<file path="src/rtl/multicycle_control_pkg.sv">
// Shared types for the multicycle controller: FSM states, opcodes, datapath select
// encodings, and the per-state Moore decode.
package multicycle_control_pkg;

  typedef enum logic [3:0] {
    StFetch,
    StDecode,
    StMemAddr,
    StMemRead,
    StMemWb,
    StMemWrite,
    StExecute,
    StAluWb,
    StBranch,
    StTrap
  } state_e;

  localparam logic [6:0] OpLoad   = 7'b0000011;
  localparam logic [6:0] OpStore  = 7'b0100011;
  localparam logic [6:0] OpRtype  = 7'b0110011;
  localparam logic [6:0] OpBranch = 7'b1100011;

  typedef enum logic [1:0] {
    AluAdd   = 2'b00,
    AluSub   = 2'b01,
    AluFunct = 2'b10
  } alu_op_e;

  typedef enum logic [1:0] {
    SrcBReg  = 2'b00,
    SrcBFour = 2'b01,
    SrcBImm  = 2'b10
  } alu_src_b_e;

  typedef enum logic [1:0] {
    ImmI    = 2'b00,
    ImmS    = 2'b01,
    ImmB    = 2'b10,
    ImmNone = 2'b11
  } imm_sel_e;

  // State-decoded control word; mem_ready-gated strobes are handled outside it.
  typedef struct packed {
    logic       mem_read;
    logic       mem_write;
    logic       i_or_d;
    logic       mem_to_reg;
    logic       reg_write;
    logic       alu_src_a;
    logic       pc_write_cond;
    logic       pc_source;
    logic       retire;
    logic       trap;
    alu_src_b_e alu_src_b;
    alu_op_e    alu_op;
  } ctrl_t;

  function automatic ctrl_t moore_decode(input state_e st);
    ctrl_t c;
    c = '0;
    case (st)
      StFetch: begin
        c.mem_read  = 1'b1;
        c.alu_src_b = SrcBFour;
        c.alu_op    = AluAdd;
      end
      StDecode: begin
        c.alu_src_b = SrcBImm;
        c.alu_op    = AluAdd;
      end
      StMemAddr: begin
        c.alu_src_a = 1'b1;
        c.alu_src_b = SrcBImm;
        c.alu_op    = AluAdd;
      end
      StMemRead: begin
        c.mem_read = 1'b1;
        c.i_or_d   = 1'b1;
      end
      StMemWb: begin
        c.reg_write  = 1'b1;
        c.mem_to_reg = 1'b1;
        c.retire     = 1'b1;
      end
      StMemWrite: begin
        c.mem_write = 1'b1;
        c.i_or_d    = 1'b1;
      end
      StExecute: begin
        c.alu_src_a = 1'b1;
        c.alu_src_b = SrcBReg;
        c.alu_op    = AluFunct;
      end
      StAluWb: begin
        c.reg_write = 1'b1;
        c.retire    = 1'b1;
      end
      StBranch: begin
        c.alu_src_a     = 1'b1;
        c.alu_src_b     = SrcBReg;
        c.alu_op        = AluSub;
        c.pc_write_cond = 1'b1;
        c.pc_source     = 1'b1;
        c.retire        = 1'b1;
      end
      StTrap: c.trap = 1'b1;
      default: ;
    endcase
    return c;
  endfunction

  function automatic imm_sel_e imm_sel_for(input logic [6:0] op);
    case (op)
      OpLoad:   return ImmI;
      OpStore:  return ImmS;
      OpBranch: return ImmB;
      default:  return ImmNone;
    endcase
  endfunction

endpackage

</file>
<file path="src/rtl/multicycle_control_if.sv">
// Controller <-> datapath bundle. master = controller, slave = datapath.
interface multicycle_control_if #(
  parameter int unsigned CNT_W = 32
);
  logic [6:0]       opcode;
  logic             zero;
  logic             mem_ready;
  logic             pc_write;
  logic             pc_write_cond;
  logic             ir_write;
  logic             mem_read;
  logic             mem_write;
  logic             i_or_d;
  logic             mem_to_reg;
  logic             reg_write;
  logic             alu_src_a;
  logic             pc_source;
  logic [1:0]       alu_src_b;
  logic [1:0]       alu_op;
  logic [1:0]       imm_sel;
  logic             retire;
  logic [CNT_W-1:0] retired_count;
  logic             trap;

  modport master (
    input  opcode, zero, mem_ready,
    output pc_write, pc_write_cond, ir_write, mem_read, mem_write, i_or_d, mem_to_reg,
           reg_write, alu_src_a, pc_source, alu_src_b, alu_op, imm_sel, retire,
           retired_count, trap
  );

  modport slave (
    output opcode, zero, mem_ready,
    input  pc_write, pc_write_cond, ir_write, mem_read, mem_write, i_or_d, mem_to_reg,
           reg_write, alu_src_a, pc_source, alu_src_b, alu_op, imm_sel, retire,
           retired_count, trap
  );
endinterface

</file>
<file path="src/rtl/mem_wait_timer.sv">
// Counts consecutive stalled memory cycles; expired flags the last allowed stall cycle.
module mem_wait_timer #(
  parameter int unsigned TIMEOUT = 15
) (
  input  logic clk,
  input  logic reset,
  input  logic waiting,
  input  logic mem_ready,
  output logic expired
);
  localparam int unsigned CntW = (TIMEOUT > 1) ? $clog2(TIMEOUT) : 1;
  localparam logic [CntW-1:0] Last = CntW'(TIMEOUT - 1);

  logic [CntW-1:0] cnt_q;

  // cnt_q holds stall cycles already elapsed, so the TIMEOUT-th stall sees Last.
  // A ready in that same cycle suppresses expiry: completion wins.
  assign expired = waiting & ~mem_ready & (cnt_q == Last);

  // Stall counter; any completion or leaving a wait state restarts it.
  always_ff @(posedge clk or posedge reset) begin
    if (reset) begin
      cnt_q <= '0;
    end else if (!waiting || mem_ready) begin
      cnt_q <= '0;
    end else if (!expired) begin
      cnt_q <= cnt_q + 1'b1;
    end
  end
endmodule

</file>
<file path="src/rtl/multicycle_control.sv">
// Multicycle load/store/R-type/branch controller with memory timeout trap and
// retired-instruction counter.
module multicycle_control
  import multicycle_control_pkg::*;
#(
  parameter int unsigned TIMEOUT = 15,
  parameter int unsigned CNT_W   = 32
) (
  input logic                clk,
  input logic                reset,
  multicycle_control_if.master bus
);
  state_e           state_q, state_d;
  ctrl_t            ctrl_q;
  logic             waiting, expired;
  logic             fetch_done, store_done, retire;
  logic [CNT_W-1:0] count_q;
  logic             unused_zero;

  // zero is consumed by the datapath's pc_write_cond AND, not by the controller.
  assign unused_zero = bus.zero;

  assign waiting = state_q inside {StFetch, StMemRead, StMemWrite};

  mem_wait_timer #(
    .TIMEOUT(TIMEOUT)
  ) u_mem_wait_timer (
    .clk      (clk),
    .reset    (reset),
    .waiting  (waiting),
    .mem_ready(bus.mem_ready),
    .expired  (expired)
  );

  // Next-state selection.
  always_comb begin
    state_d = state_q;
    unique case (state_q)
      StFetch: begin
        if (bus.mem_ready)  state_d = StDecode;
        else if (expired)   state_d = StTrap;
      end
      StDecode: begin
        if (bus.opcode == OpLoad || bus.opcode == OpStore) state_d = StMemAddr;
        else if (bus.opcode == OpRtype)                    state_d = StExecute;
        else if (bus.opcode == OpBranch)                   state_d = StBranch;
        else                                               state_d = StTrap;
      end
      StMemAddr: state_d = (bus.opcode == OpStore) ? StMemWrite : StMemRead;
      StMemRead: begin
        if (bus.mem_ready)  state_d = StMemWb;
        else if (expired)   state_d = StTrap;
      end
      StMemWrite: begin
        if (bus.mem_ready)  state_d = StFetch;
        else if (expired)   state_d = StTrap;
      end
      StExecute: state_d = StAluWb;
      StMemWb, StAluWb, StBranch: state_d = StFetch;
      StTrap:  state_d = StTrap;
      default: state_d = StTrap;
    endcase
  end

  // State register plus registered Moore control word for the state being entered.
  always_ff @(posedge clk or posedge reset) begin
    if (reset) begin
      state_q <= StFetch;
      ctrl_q  <= moore_decode(StFetch);
    end else begin
      state_q <= state_d;
      ctrl_q  <= moore_decode(state_d);
    end
  end

  // Strobes that depend on this cycle's memory completion; reset masks them at once.
  assign fetch_done = (state_q == StFetch)    & bus.mem_ready & ~reset;
  assign store_done = (state_q == StMemWrite) & bus.mem_ready & ~reset;
  assign retire     = (ctrl_q.retire | store_done) & ~reset;

  // Retired-instruction counter, wraps naturally at 2^CNT_W.
  always_ff @(posedge clk or posedge reset) begin
    if (reset) begin
      count_q <= '0;
    end else if (retire) begin
      count_q <= count_q + 1'b1;
    end
  end

  assign bus.pc_write      = fetch_done;
  assign bus.ir_write      = fetch_done;
  assign bus.pc_write_cond = ctrl_q.pc_write_cond;
  assign bus.pc_source     = ctrl_q.pc_source;
  assign bus.mem_read      = ctrl_q.mem_read;
  assign bus.mem_write     = ctrl_q.mem_write & ~reset;
  assign bus.i_or_d        = ctrl_q.i_or_d;
  assign bus.mem_to_reg    = ctrl_q.mem_to_reg;
  assign bus.reg_write     = ctrl_q.reg_write & ~reset;
  assign bus.alu_src_a     = ctrl_q.alu_src_a;
  assign bus.alu_src_b     = ctrl_q.alu_src_b;
  assign bus.alu_op        = ctrl_q.alu_op;
  assign bus.imm_sel       = imm_sel_for(bus.opcode);
  assign bus.retire        = retire;
  assign bus.retired_count = count_q;
  assign bus.trap          = ctrl_q.trap;
endmodule
</file>
<file path="src/flat_wrapper.sv">
// flat-port wrapper written by rule: the top's interface ports become plain ports
module multicycle_control_flat import multicycle_control_pkg::*;
#(
  parameter int unsigned TIMEOUT = 15,
  parameter int unsigned CNT_W   = 32
)
  (clk, reset, bus_opcode, bus_zero, bus_mem_ready, bus_pc_write, bus_pc_write_cond, bus_ir_write, bus_mem_read, bus_mem_write, bus_i_or_d, bus_mem_to_reg, bus_reg_write, bus_alu_src_a, bus_pc_source, bus_alu_src_b, bus_alu_op, bus_imm_sel, bus_retire, bus_retired_count, bus_trap);
  multicycle_control_if #(.CNT_W(CNT_W)) bus_i ();
  input logic clk;
  input logic reset;
  input wire logic [$bits(bus_i.opcode)-1:0] bus_opcode;
  input wire logic [$bits(bus_i.zero)-1:0] bus_zero;
  input wire logic [$bits(bus_i.mem_ready)-1:0] bus_mem_ready;
  output wire logic [$bits(bus_i.pc_write)-1:0] bus_pc_write;
  output wire logic [$bits(bus_i.pc_write_cond)-1:0] bus_pc_write_cond;
  output wire logic [$bits(bus_i.ir_write)-1:0] bus_ir_write;
  output wire logic [$bits(bus_i.mem_read)-1:0] bus_mem_read;
  output wire logic [$bits(bus_i.mem_write)-1:0] bus_mem_write;
  output wire logic [$bits(bus_i.i_or_d)-1:0] bus_i_or_d;
  output wire logic [$bits(bus_i.mem_to_reg)-1:0] bus_mem_to_reg;
  output wire logic [$bits(bus_i.reg_write)-1:0] bus_reg_write;
  output wire logic [$bits(bus_i.alu_src_a)-1:0] bus_alu_src_a;
  output wire logic [$bits(bus_i.pc_source)-1:0] bus_pc_source;
  output wire logic [$bits(bus_i.alu_src_b)-1:0] bus_alu_src_b;
  output wire logic [$bits(bus_i.alu_op)-1:0] bus_alu_op;
  output wire logic [$bits(bus_i.imm_sel)-1:0] bus_imm_sel;
  output wire logic [$bits(bus_i.retire)-1:0] bus_retire;
  output wire logic [$bits(bus_i.retired_count)-1:0] bus_retired_count;
  output wire logic [$bits(bus_i.trap)-1:0] bus_trap;
  assign bus_i.opcode = bus_opcode;
  assign bus_i.zero = bus_zero;
  assign bus_i.mem_ready = bus_mem_ready;
  assign bus_pc_write = bus_i.pc_write;
  assign bus_pc_write_cond = bus_i.pc_write_cond;
  assign bus_ir_write = bus_i.ir_write;
  assign bus_mem_read = bus_i.mem_read;
  assign bus_mem_write = bus_i.mem_write;
  assign bus_i_or_d = bus_i.i_or_d;
  assign bus_mem_to_reg = bus_i.mem_to_reg;
  assign bus_reg_write = bus_i.reg_write;
  assign bus_alu_src_a = bus_i.alu_src_a;
  assign bus_pc_source = bus_i.pc_source;
  assign bus_alu_src_b = bus_i.alu_src_b;
  assign bus_alu_op = bus_i.alu_op;
  assign bus_imm_sel = bus_i.imm_sel;
  assign bus_retire = bus_i.retire;
  assign bus_retired_count = bus_i.retired_count;
  assign bus_trap = bus_i.trap;
  multicycle_control #(.TIMEOUT(TIMEOUT), .CNT_W(CNT_W)) u_core (.clk(clk), .reset(reset), .bus(bus_i));
endmodule
</file>
<file path="config.mk">
export PLATFORM = sky130hd
export DESIGN_NAME = multicycle_control_flat
export DESIGN_NICKNAME = d
export VERILOG_FILES = /design/src/rtl/multicycle_control_pkg.sv /design/src/rtl/multicycle_control_if.sv /design/src/rtl/mem_wait_timer.sv /design/src/rtl/multicycle_control.sv /design/src/flat_wrapper.sv
export SDC_FILE = /design/constraint.sdc
export NUM_CORES = 1
export LEC_CHECK = 0
export CAP_MARGIN = 0
export CORE_MARGIN = 2
export CORE_UTILIZATION = 35
export DETAILED_ROUTE_END_ITERATION = 7
export HOLD_SLACK_MARGIN = 0.1
export PLACE_DENSITY = 0.57
export SLEW_MARGIN = 20
export SYNTH_ARGS = -nofsm -noshare
export SYNTH_HDL_FRONTEND = slang
export SYNTH_SLANG_ARGS = --single-unit
</file>
<file path="constraint.sdc">
create_clock -name clk -period 3 [get_ports clk]
set_input_delay 0.45 -clock clk [delete_from_list [all_inputs] [get_ports clk]]
set_output_delay 0.45 -clock clk [all_outputs]
set_load 0.01 [all_outputs]
</file>
==> key figures <==
Clock network
  • # resized after CTS: 0
  • Root buffer cell: clkbuf_8
  • CTS tree: done
  • Latest clock arrival within the worst-skew pair: just over 0.3 ns
  • Clk slew on worst S/H paths: 0.09 ns
  • H-tree depth: 2
  • Clock Tree Buf Depth: 2
  • Hold buffers post-CTS: 0
  • Num CTS Buffers: 5
  • Sink Count: 53
  • Postcts setup bufs: 0

STA
  • Setup Skew: ~0.0040 ns
  • Min cycle time layout: between 2 and 3 ns
  • Final hold slack: slightly below 0.5 ns
  • Final hold violations: 0
  • RSZ-0062 raised after global routing: false
  • Max_slew headroom: 0.5597
  • Tcrit/Tclk final: 0.9058
  • Slew Viols, Final: 0
  • Setup TNS: 0 ns
  • Worst Max-Slew Pin Slew: ~0.66 ns
  • Fmax: about 370 MHz
  • Setup-failing EPs final: 0

Final layout
  • Design Area, Final: ~3400 sq um
  • Ant diodes: 0
  • Most common cell after layout, fill and taps aside: clkdlybuf4s50_1
  • Area grow syn2layout: 28.33%
  • Layout cell share with drive strength beyond 1: 0.1141
  • Filler instances: 720
  • Core Util, Final: 0.4648
  • Number of flip-flops in the largest register: 32
  • Commonest non-fill, non-tap cells in the layout: clkdlybuf4s50_1 (59), dfrtp_1 (51), xnor2_1 (31), nand3_1 (19), nand2_1 (17)
  • Net count, final: approximately 310

Detailed routing
  • DR WL/cell: 13.65 um
  • DR pass1 iterations: 4
  • Drc violations: 0
  • Post-DRT Antenna Nets: 0
  • Via Count: roughly 2000
  • DR iter-0 viols: 76
  • DR vias/cell: 4.980
  • Routed wire length: around 5400 um

Global route
  • Vias in the first global route: ~1900
  • Gr usage total: 0.1401
  • First-pass GRT wire length: 9432 um
  • Total grt overflow: 0
  • Initial antenna violation count: 0
  • Largest net degree at the start of global routing: 54

Die
  • Die width: 90.87 um
  • Die area: 8257 sq um
  • Io pins: between 60 and 70
  • Placeable Area: about 7300 sq um
  • Die H: 90.87 um
  • # rows: 31
  • Initial Utilization: 0.3622

Placed design
  • Area after DPL: 3293 sq um
  • DP HPWL: ~3900 um
  • Final estimated routing congestion in global placement: around 0.76
  • Buffers on Ports: a little under 60

Yosys
  • Distinct cell type count after synthesis: 48
  • Register area share after synthesis: 0.5031
  • Post-synthesis register bit count: 53
  • Post-Syn Area per Cell: approximately 11 sq um
  • Warnings, synthesis: 0
  • Mapped Area: around 2600 sq um
  • Mapped Nets: approximately 250
  • Gate count after technology mapping: between 200 and 250
  • Number of synthesized flops with an enable pin: 0
  • Top FF cell, synth: dfrtp_1
  • Asr flop ratio synth: 1.000

Status
  • Status: finished clean

Power
  • IR drop worst, VDD: between 0.15 and 0.2 mV
  • Final Total Pwr: ~1.2 mW
  • Pwr/cell area: roughly 350 nW/um^2
  • Lkg Pwr: 1.387 nW

Setup path
  • Worst Setup End Kind: output pin
  • Required @ worst endpoint: about 2.6 ns
  • Arr. time, crit path: roughly 2.3 ns
  • CP Max Fanout: 12
  • Worst Setup Start Kind: flop
  • Worst setup path category: reg2out

Hold path
  • Worst hold path type: reg2reg

Run
  • Max Cap Viol: 0
## worst paths after layout
path,slack (ns),endpoint,cells past startpoint,from
max,0.28,bus_retire,4,u_core.state_q[3]$_DFF_PP0_
min,0.48,u_core.bus.retired_count[31]$_DFFE_PP0P_,1,u_core.bus.retired_count[31]$_DFFE_PP0P_
max reg2reg,0.97,u_core.bus.alu_src_b[1]$_DFF_PP0_,8,u_core.u_mem_wait_timer.cnt_q[0]$_DFFE_PP0P_
min reg2reg,0.48,u_core.bus.retired_count[31]$_DFFE_PP0P_,1,u_core.bus.retired_count[31]$_DFFE_PP0P_
max in group asynchronous,1.74,u_core.bus.retired_count[4]$_DFFE_PP0P_,3,reset
min in group asynchronous,0.82,u_core.u_mem_wait_timer.cnt_q[1]$_DFFE_PP0P_,3,reset
## cell families after synthesis
logic type               after synthesis  synth area share
AND/OR/NAND/NOR                      106            0.2549
flip-flops                            53            0.5031
XOR/XNOR                              34            0.1127
AO/OA/AOI/OAI                         22           0.06443
buffers and inverters                 20           0.04642
adder cells (fa/ha/maj)                3           0.01421
multiplexers                           1          0.004263
## where the power goes
group          switching, mW  total (mW)  leakage, nW  internal [mW]
Clock                  0.239       0.427       0.0512          0.188
Combinational         0.0260      0.0446        0.620         0.0186
Sequential          0.000966       0.716        0.716          0.715
## through the flow
stage                     worst slack, ns  cells
after floorplan                   0.02422    239
after global placement             0.5794    389
after detailed placement           0.5511    389
after CTS                          0.2655    397
after global routing               0.1613    397
final                              0.2826    397
## metal layers
layer  track usage  vias to the layer above  wire length, um
li1              -                      954                -
met2        0.2276                       41             2656
met5             0                        -                0
met1        0.1882                      976             2485
met3       0.03255                        6              212
met4       0.03788                        0               64
## synth_stat cells (all sizes together), types with 2 or more instances
cell type,number,area (sq um)
o21ai,6,30.03
inv,8,30.03
and4,5,43.79
nor2,12,50.05
dfrtp,51,1276
nor4,2,42.54
nor2b,3,18.77
ha,3,37.54
dfstp,2,52.55
a22oi,3,22.52
xor2,3,26.28
and2,3,18.77
xnor2,31,271.5
nor3,9,45.04
buf,11,88.83
o31ai,2,20.02
nor3b,3,27.52
nand2b,4,25.02
a21oi,4,23.77
nor4b,2,23.77
and3,6,37.54
a211oi,2,15.01
or3b,2,17.52
nand4,12,75.07
nand3,20,105.1
nand2,18,75.07
## critical path, cell delays in order (launching register included)
cell	delay, ns
dfrtp_1	0.59
and4bb_2	0.30
a21oi_2	0.39
nor2_2	0.16
clkdlybuf4s50_1	0.51
## final cells by class
cell class	instances	area, sq um	share of cell area
flip-flops and latches	53	1329	0.3920
multi-input cells	166	1190	0.3511
repair buffers	63	620.6	0.1831
well taps	99	123.9	0.03654
clock buffers	6	82.58	0.02436
inverters	8	30.03	0.008859
clock inverters	2	13.76	0.004061
Power figures use the tool's default switching activity.
